### config.mk
export PLATFORM = sky130hd
export DESIGN_NAME = cache_arbiter
export DESIGN_NICKNAME = d
export VERILOG_FILES = /design/src/rtl/cache_arbiter.sv
export SDC_FILE = /design/constraint.sdc
export NUM_CORES = 2
export LEC_CHECK = 0
export CELL_PAD_IN_SITES_DETAIL_PLACEMENT = 0
export CELL_PAD_IN_SITES_GLOBAL_PLACEMENT = 1
export CORE_AREA = 5 5 387 389
export CTS_CLUSTER_SIZE = 30
export DETAILED_ROUTE_END_ITERATION = 6
export DIE_AREA = 0 0 392 394
export GPL_TIMING_DRIVEN = 0
export PLACE_DENSITY = 0.61
export SYNTH_ARGS = -nofsm -noshare
export SYNTH_HDL_FRONTEND = slang
export SYNTH_SLANG_ARGS = --single-unit
### constraint.sdc
create_clock -name clk -period 4.8 [get_ports clk]
set_clock_uncertainty 0.05 [all_clocks]
set_input_delay 0.48 -clock clk [delete_from_list [all_inputs] [get_ports clk]]
set_output_delay 0.48 -clock clk [all_outputs]
set_load 0.01 [all_outputs]
### src/rtl/cache_arbiter.sv
// Round-robin arbiter sharing one 64-bit burst memory port between I-cache and D-cache line transfers.
// Latency: strobe one cycle after the grant in IDLE; resp one cycle after the 4th mem_resp; IDLE the cycle after that.
// Backpressure: each beat waits for mem_resp. Requests are sampled only in IDLE, so a new grant waits for the current burst to finish.
module cache_arbiter (
  input  logic         clk,
  input  logic         rst,
  input  logic         i_read,
  input  logic [31:0]  i_addr,
  output logic [255:0] i_rdata,
  output logic         i_resp,
  input  logic         d_read,
  input  logic         d_write,
  input  logic [31:0]  d_addr,
  input  logic [255:0] d_wdata,
  output logic [255:0] d_rdata,
  output logic         d_resp,
  output logic         mem_read,
  output logic         mem_write,
  output logic [31:0]  mem_address,
  output logic [63:0]  mem_wdata,
  input  logic [63:0]  mem_rdata,
  input  logic         mem_resp
);

  typedef enum logic [2:0] {
    S_IDLE = 3'd0,
    S_I_RD = 3'd1,
    S_D_RD = 3'd2,
    S_D_WR = 3'd3,
    S_DONE = 3'd4
  } state_t;

  state_t         r_state;
  state_t         w_next;
  logic [1:0]     r_beat;
  logic           r_last_d;   // 1: the most recent grant went to the D-cache
  logic [31:0]    r_addr;
  logic [255:0]   r_wline;
  logic [255:0]   r_i_line;
  logic [255:0]   r_d_line;

  logic           w_d_req;
  logic           w_grant_d;
  logic           w_grant_i;
  logic           w_busy;
  logic           w_last_beat;
  logic [7:0]     w_beat_lsb;
  logic           w_unused;

  // Arbitration: a lone requester wins; on a tie the side not granted last wins.
  assign w_d_req     = d_read | d_write;
  assign w_grant_d   = w_d_req & (~i_read | ~r_last_d);
  assign w_grant_i   = i_read & ~w_grant_d;
  assign w_busy      = (r_state == S_I_RD) | (r_state == S_D_RD) | (r_state == S_D_WR);
  assign w_last_beat = mem_resp & (r_beat == 2'd3);
  assign w_beat_lsb  = {r_beat, 6'd0};

  // The line offset bits are ignored; this keeps the unused-input lint quiet.
  assign w_unused = ^{i_addr[4:0], d_addr[4:0]};

  // State register.
  always_ff @(posedge clk) begin
    if (rst) begin
      r_state <= S_IDLE;
    end else begin
      r_state <= w_next;
    end
  end

  // Next-state logic. d_write beats d_read if both are raised.
  always_comb begin
    w_next = r_state;
    case (r_state)
      S_IDLE: begin
        if (w_grant_d) begin
          w_next = d_write ? S_D_WR : S_D_RD;
        end else if (w_grant_i) begin
          w_next = S_I_RD;
        end
      end
      S_I_RD, S_D_RD, S_D_WR: begin
        if (w_last_beat) begin
          w_next = S_DONE;
        end
      end
      S_DONE:  w_next = S_IDLE;
      default: w_next = S_IDLE;
    endcase
  end

  // Datapath: latch grant context in IDLE, then count beats and assemble read lines.
  always_ff @(posedge clk) begin
    if (rst) begin
      r_beat   <= 2'd0;
      r_last_d <= 1'b0;
      r_addr   <= 32'd0;
      r_wline  <= 256'd0;
      r_i_line <= 256'd0;
      r_d_line <= 256'd0;
    end else begin
      if (r_state == S_IDLE) begin
        if (w_grant_d | w_grant_i) begin
          r_addr   <= w_grant_d ? {d_addr[31:5], 5'd0} : {i_addr[31:5], 5'd0};
          r_beat   <= 2'd0;
          r_last_d <= w_grant_d;
        end
        if (w_grant_d & d_write) begin
          r_wline <= d_wdata;
        end
      end else if (w_busy & mem_resp) begin
        r_beat <= r_beat + 2'd1;
        if (r_state == S_I_RD) begin
          r_i_line[w_beat_lsb +: 64] <= mem_rdata;
        end
        if (r_state == S_D_RD) begin
          r_d_line[w_beat_lsb +: 64] <= mem_rdata;
        end
      end
    end
  end

  // Outputs: strobes and resp pulses decode the state; data comes straight from registers.
  always_comb begin
    mem_read    = (r_state == S_I_RD) | (r_state == S_D_RD);
    mem_write   = (r_state == S_D_WR);
    mem_address = r_addr;
    mem_wdata   = r_wline[w_beat_lsb +: 64];
    i_resp      = (r_state == S_DONE) & ~r_last_d;
    d_resp      = (r_state == S_DONE) & r_last_d;
    i_rdata     = r_i_line;
    d_rdata     = r_d_line;
  end

endmodule

After elaboration in Yosys (flattened, before gate mapping)
Index checks and enable logic that the tools add are counted.
{ "classes": {"add_sub_neg": 2, "eq_ne": 8, "shift": 3, "mux": 11, "bitwise_logic": 16, "n_reduce_logical": 9} }
{ "ops": {"columns": ["op", "n"], "rows": [
  ["$bwmux 256", 2],
  ["$shift 64x10->256 const A", 1],
  ["$shiftx 256x9->64", 1],
  ["$shiftx 64x10->256", 1],
  ["$mux 32", 1],
  ["$neg 8->10", 1],
  ["$mux 3", 3],
  ["$reduce_and 2->1", 4],
  ["$and 1x1->1", 7],
  ["$eq 3x2->1 const B", 2],
  ["$mux 2", 3],
  ["$pmux 3 s2", 1],
  ["$reduce_and 3->1", 2],
  ["$or 1x1->1", 5],
  ["$not 1->1", 4],
  ["$eq 3x1->1 const B", 1],
  ["$eq 3x3->1 const B", 1],
  ["$logic_not 3->1", 1],
  ["$ne 3x3->1 const B", 1],
  ["$reduce_or 3->1", 1],
  ["$add 2x1->2 const B", 1],
  ["$eq 2x2->1 const B", 1],
  ["$ne 2x1->1 const B", 1],
  ["$ne 2x2->1 const B", 1],
  ["other kinds (2)", 2]
]} }
{ "totals": {"regBits": 806, "word_cells": 56} }

Logic depth before layout (Yosys ltp)
{ "logic_depth": {"depth_word": 8, "mapped_depth": 10, "ltp_nobuf": 5} }

Worst setup path before layout
OpenSTA, ideal clock, no wires.
{ "synth_path": {"kind": "reg-to-reg", "from": "register r_beat[1]", "to": "register r_d_line[44], in the netlist d_rdata[44]", "setup_ns": 0.070, "t_arrival_ns": 2.489, "required_time_ns": 4.680, "path_slack_ns": 2.190, "path_stages_with_launch": 10, "period_less_slack_ns": 2.610, "path_cell_list": "dfxtp_1 > clkbuf_1 > buf_1 > inv_1 > ha_1 > nor3b_1 > clkbuf_1 > clkbuf_1 > nand4_1 > a21oi_1"} }
{ "synth_between": {"elab_chain_cells": 3} }
{ "synth_lines": {"columns": ["item", "line_no", "text"], "rows": [
  ["start, declared", "35", "logic [1:0] r_beat;"],
  ["start signal, assigned", "111", "r_beat <= r_beat + 2'd1;"],
  ["$neg 8->10 (*)", "116", "r_d_line[w_beat_lsb +: 64] <= mem_rdata;"],
  ["$shiftx 64x10->256 / $shift 64x10->256 (equally long branches)", "116", null],
  ["$bwmux 256 (*)", "116", null],
  ["end signal, assigned by index", "116", null],
  ["end, declared", "40", "logic [255:0] r_d_line;"]
]} }
Every way passes the cells marked *; elsewhere a longest branch is shown, timed or not.
A chain may end at the register's enable or synchronous reset.

Final worst setup path
{ "layout_path": {"from": "register r_beat[0]", "to": "register r_d_line[131], in the netlist d_rdata[131]"} }
The elaborated chain is that of the path after synthesis.

==> summary.txt <==
status - completed
WL/cell - 31.25 microns
Final period util - 0.9765
Reg-to-Reg Start - r_beat[0]$_SDFFE_PP0P_
CP endpoint - d_rdata[131]$_SDFFE_PP0P_
Area Overhead vs Synth - 45.90%
row count - 141
Crit path required time - 5.39 ns
final antenna-violating net count - 0
initial antenna violation count - 27
core area - 146400 sq um
simple-gate portion of the synthesized area - 0.1839
Cell Pwr Density - 371.5 nW/um^2
clock latency on the worst-skew pair - 0.70 ns
vias in the first global route - 37343
adder-cell area share of the yosys netlist - 0.001826
Synth Area in Compound Gates - 0.2382
final cell count without fillers - 7190
die height - 394 microns
arrival time worst endpoint - 5.27 ns
Final Setup Violations - 0
CP Capture Type - flip-flop
XOR/XNOR Fraction of Synth Area - 0.0002556
Remaining Overflow, GRT - 0
clock sink count - 801
Total Routing Usage GR - 0.2762
DRT iter0 DRCs - 3749
post-synthesis cell type count - 39
First-pass DRT Iterations - 6
detailed-route vias per instance - 5.367
Synthesis Warnings - 0
PnR worst setup slack - 0.1128 ns
largest net degree at the start of global routing - 15
Filler Cell Count - 15568
CTS tree - built
Reg clk slew, reported paths - 0.06 ns
vias - 38590
cts bufs inserted - 97
Hold Vio Cnt, Final - 0
ratio of cells with drive above 1 in the final layout - 0.06863
initial core utilization - 0.2340
commonest non-fill, non-tap cell in the layout - clkdlybuf4s50_1
post-synthesis mux area share - 0.04207
Post-Syn Instances - 4064
most frequent cells in the layout - clkdlybuf4s50_1 (983), dfxtp_1 (801), a21oi_1 (799), o21ai_0 (769), nand3_1 (640)
Critical R2R Capture - d_rdata[131]$_SDFFE_PP0P_
sequential cell area - 16040 sq um
post-synthesis sequential area ratio - 0.4680
Top-Level Pins - 1002
first-pass GRT wire length - 303.6 mm
setup repair after global routing missed its margin - no
Fmax - 213.3 MHz
Max H-tree Level - 3
dpl cells - 6981
CTS Hold Bufs - 0
Final Slew Violations - 0
PortBufs - 983
Synth Area per Inst - 8.431 sq um
root buffer cell - clkbuf_16
number of synthesized flops with an enable pin - 0
P_leak - 15.90 nW
Crit Path Category - flip-flop to flip-flop
GP Congestion - 0.9024
worst r2r path cells - 10
pre-CTS worst setup slack - -1.012 ns
crit-path max FO - 10
Max-cap violations - 0
synthesized flop and latch total - 801
Slew @ Worst Pin - 1.451 ns
die area - 154400 sq um
HPWL after detailed placement - 175.2 mm
largest family of logic cells by synthesized area - compound AO/OA/AOI/OAI gates
startpoint types - flip-flop
drt drc - 0
CP startpoint - r_beat[0]$_SDFFE_PP0P_
Hold/Removal Path Class - primary input to flip-flop
Post-synth ARST share - 0
Max Root-Sink Buffers - 3
post-layout minimum cycle time - 4.687 ns
Setup TNS - 0 ns
total routed wirelength - 224.7 mm
Nets - 5545
Main synth FF type - dfxtp_1
maximum VDD drop - 0.0003256 V
dpl cell area - 46540 sq um
Post-Syn Area - 34260 sq um
hold slack - 0.2499 ns
Multi-input gate area - 16020 sq um
reg-to-reg slack, setup - 0.11 ns
Relative slew margins - 0.03253
final instance area - 49990 sq um
Die X - 392 microns
metal layers:
| metal | up-vias | track usage | share of wire |
|---|---|---|---|
| met2 | 1644 | 0.4367 | 0.45 |
| li1 | 17270 | - | - |
| met5 | - | 0 | 0.00015 |
| met4 | 6 | 0.1265 | 0.049 |
| met3 | 347 | 0.07480 | 0.083 |
| met1 | 19323 | 0.3508 | 0.42 |
cells by family (layout without fill, tap and decap cells):
kind of cell               after synthesis  count (layout)
muxes                                   64              64
buffers and inverters                  550            1713
xor gates and xnor gates                 1               1
adders and majority gates                5               5
other                                    1              34
AOI/OAI and AO/OA                     1603            1603
and+or+nand+nor                       1039            1039
DFF                                    801             801
registers in the layout, summed over array words and instances (netlist names):
| name | cells |
|---|---|
| d_rdata | 256 |
| i_rdata | 256 |
| mem_address | 27 |
| r_beat | 2 |
| r_last_d | 1 |
| r_state | 3 |
| r_wline | 256 |
synthesized netlist by cell type (2+ instances only):
library cell  instances  area share
and4b_1              64       0.019
nor2_1                3     0.00033
mux4_2               64       0.042
nand2_1              58      0.0064
inv_1                 7     0.00077
nand3_1             640       0.093
clkbuf_1            413       0.045
o21ai_0             769        0.11
dfxtp_1             801        0.47
or3_1                 3     0.00055
nand4_1             128       0.023
nand4bb_1             2     0.00066
buf_4                 6      0.0013
nand3b_1              2     0.00044
o221ai_1              2     0.00051
buf_6                 4      0.0013
ha_1                  5      0.0018
buf_1                15      0.0016
a21oi_1             799        0.12
a311oi_1             27      0.0069
buf_2               105       0.015
nor4bb_1            130       0.038
worst min path at each step:
stage                                    startpoint                   endpoint  slack, ns  cells after the start
after floorplan           r_wline[128]$_SDFFE_PP0P_  r_wline[128]$_SDFFE_PP0P_       0.40                      2
after global placement    r_wline[185]$_SDFFE_PP0P_  r_wline[185]$_SDFFE_PP0P_       0.41                      2
after detailed placement  r_wline[136]$_SDFFE_PP0P_  r_wline[136]$_SDFFE_PP0P_       0.41                      2
after CTS                               d_wdata[74]   r_wline[74]$_SDFFE_PP0P_       0.19                      3
after global routing                    d_wdata[87]   r_wline[87]$_SDFFE_PP0P_       0.25                      3
final                                   d_wdata[74]   r_wline[74]$_SDFFE_PP0P_       0.25                      3
layout make-up:
class	count	share of cell area
diodes	29	0.001452
plain buffers	543	0.04475
clock buffers	137	0.05639
clock inverters	43	0.01051
inverters	7	0.0005256
multi-input cells	2717	0.3205
flip-flops and latches	801	0.3208
well taps	1930	0.04831
repair buffers	983	0.1968
power by group:
part | switching [mW] | internal [mW] | leakage [nW]
Clock | 3.32 | 4.55 | 1.64
Sequential | 0.161 | 6.92 | 6.49
Combinational | 2.46 | 1.16 | 7.77
metrics by stage:
stage	power, mW	util
finish	18.57	0.3414
global route	19.13	0.3412
CTS	18.61	0.3408
detailed placement	10.78	0.3178
global placement	10.77	0.3178
floorplan	8.847	-
timing repair:
action / in CTS / in global routing
endpoints found under the setup margin: 320 / 5
gates cloned: 0 / 0
gates resized for setup: 6 / 3
setup buffers: 0 / 0
critical path: stages (launching register included):
cell	delay (ns)
dfxtp_1	0.38
buf_2	0.39
buf_2	0.46
clkbuf_1	0.55
inv_1	0.20
ha_1	0.46
buf_2	0.55
clkbuf_2	0.45
nor4bb_2	0.75
nand3_1	0.20
a21oi_1	0.16
Note: power is estimated with default switching activity, not from simulation.
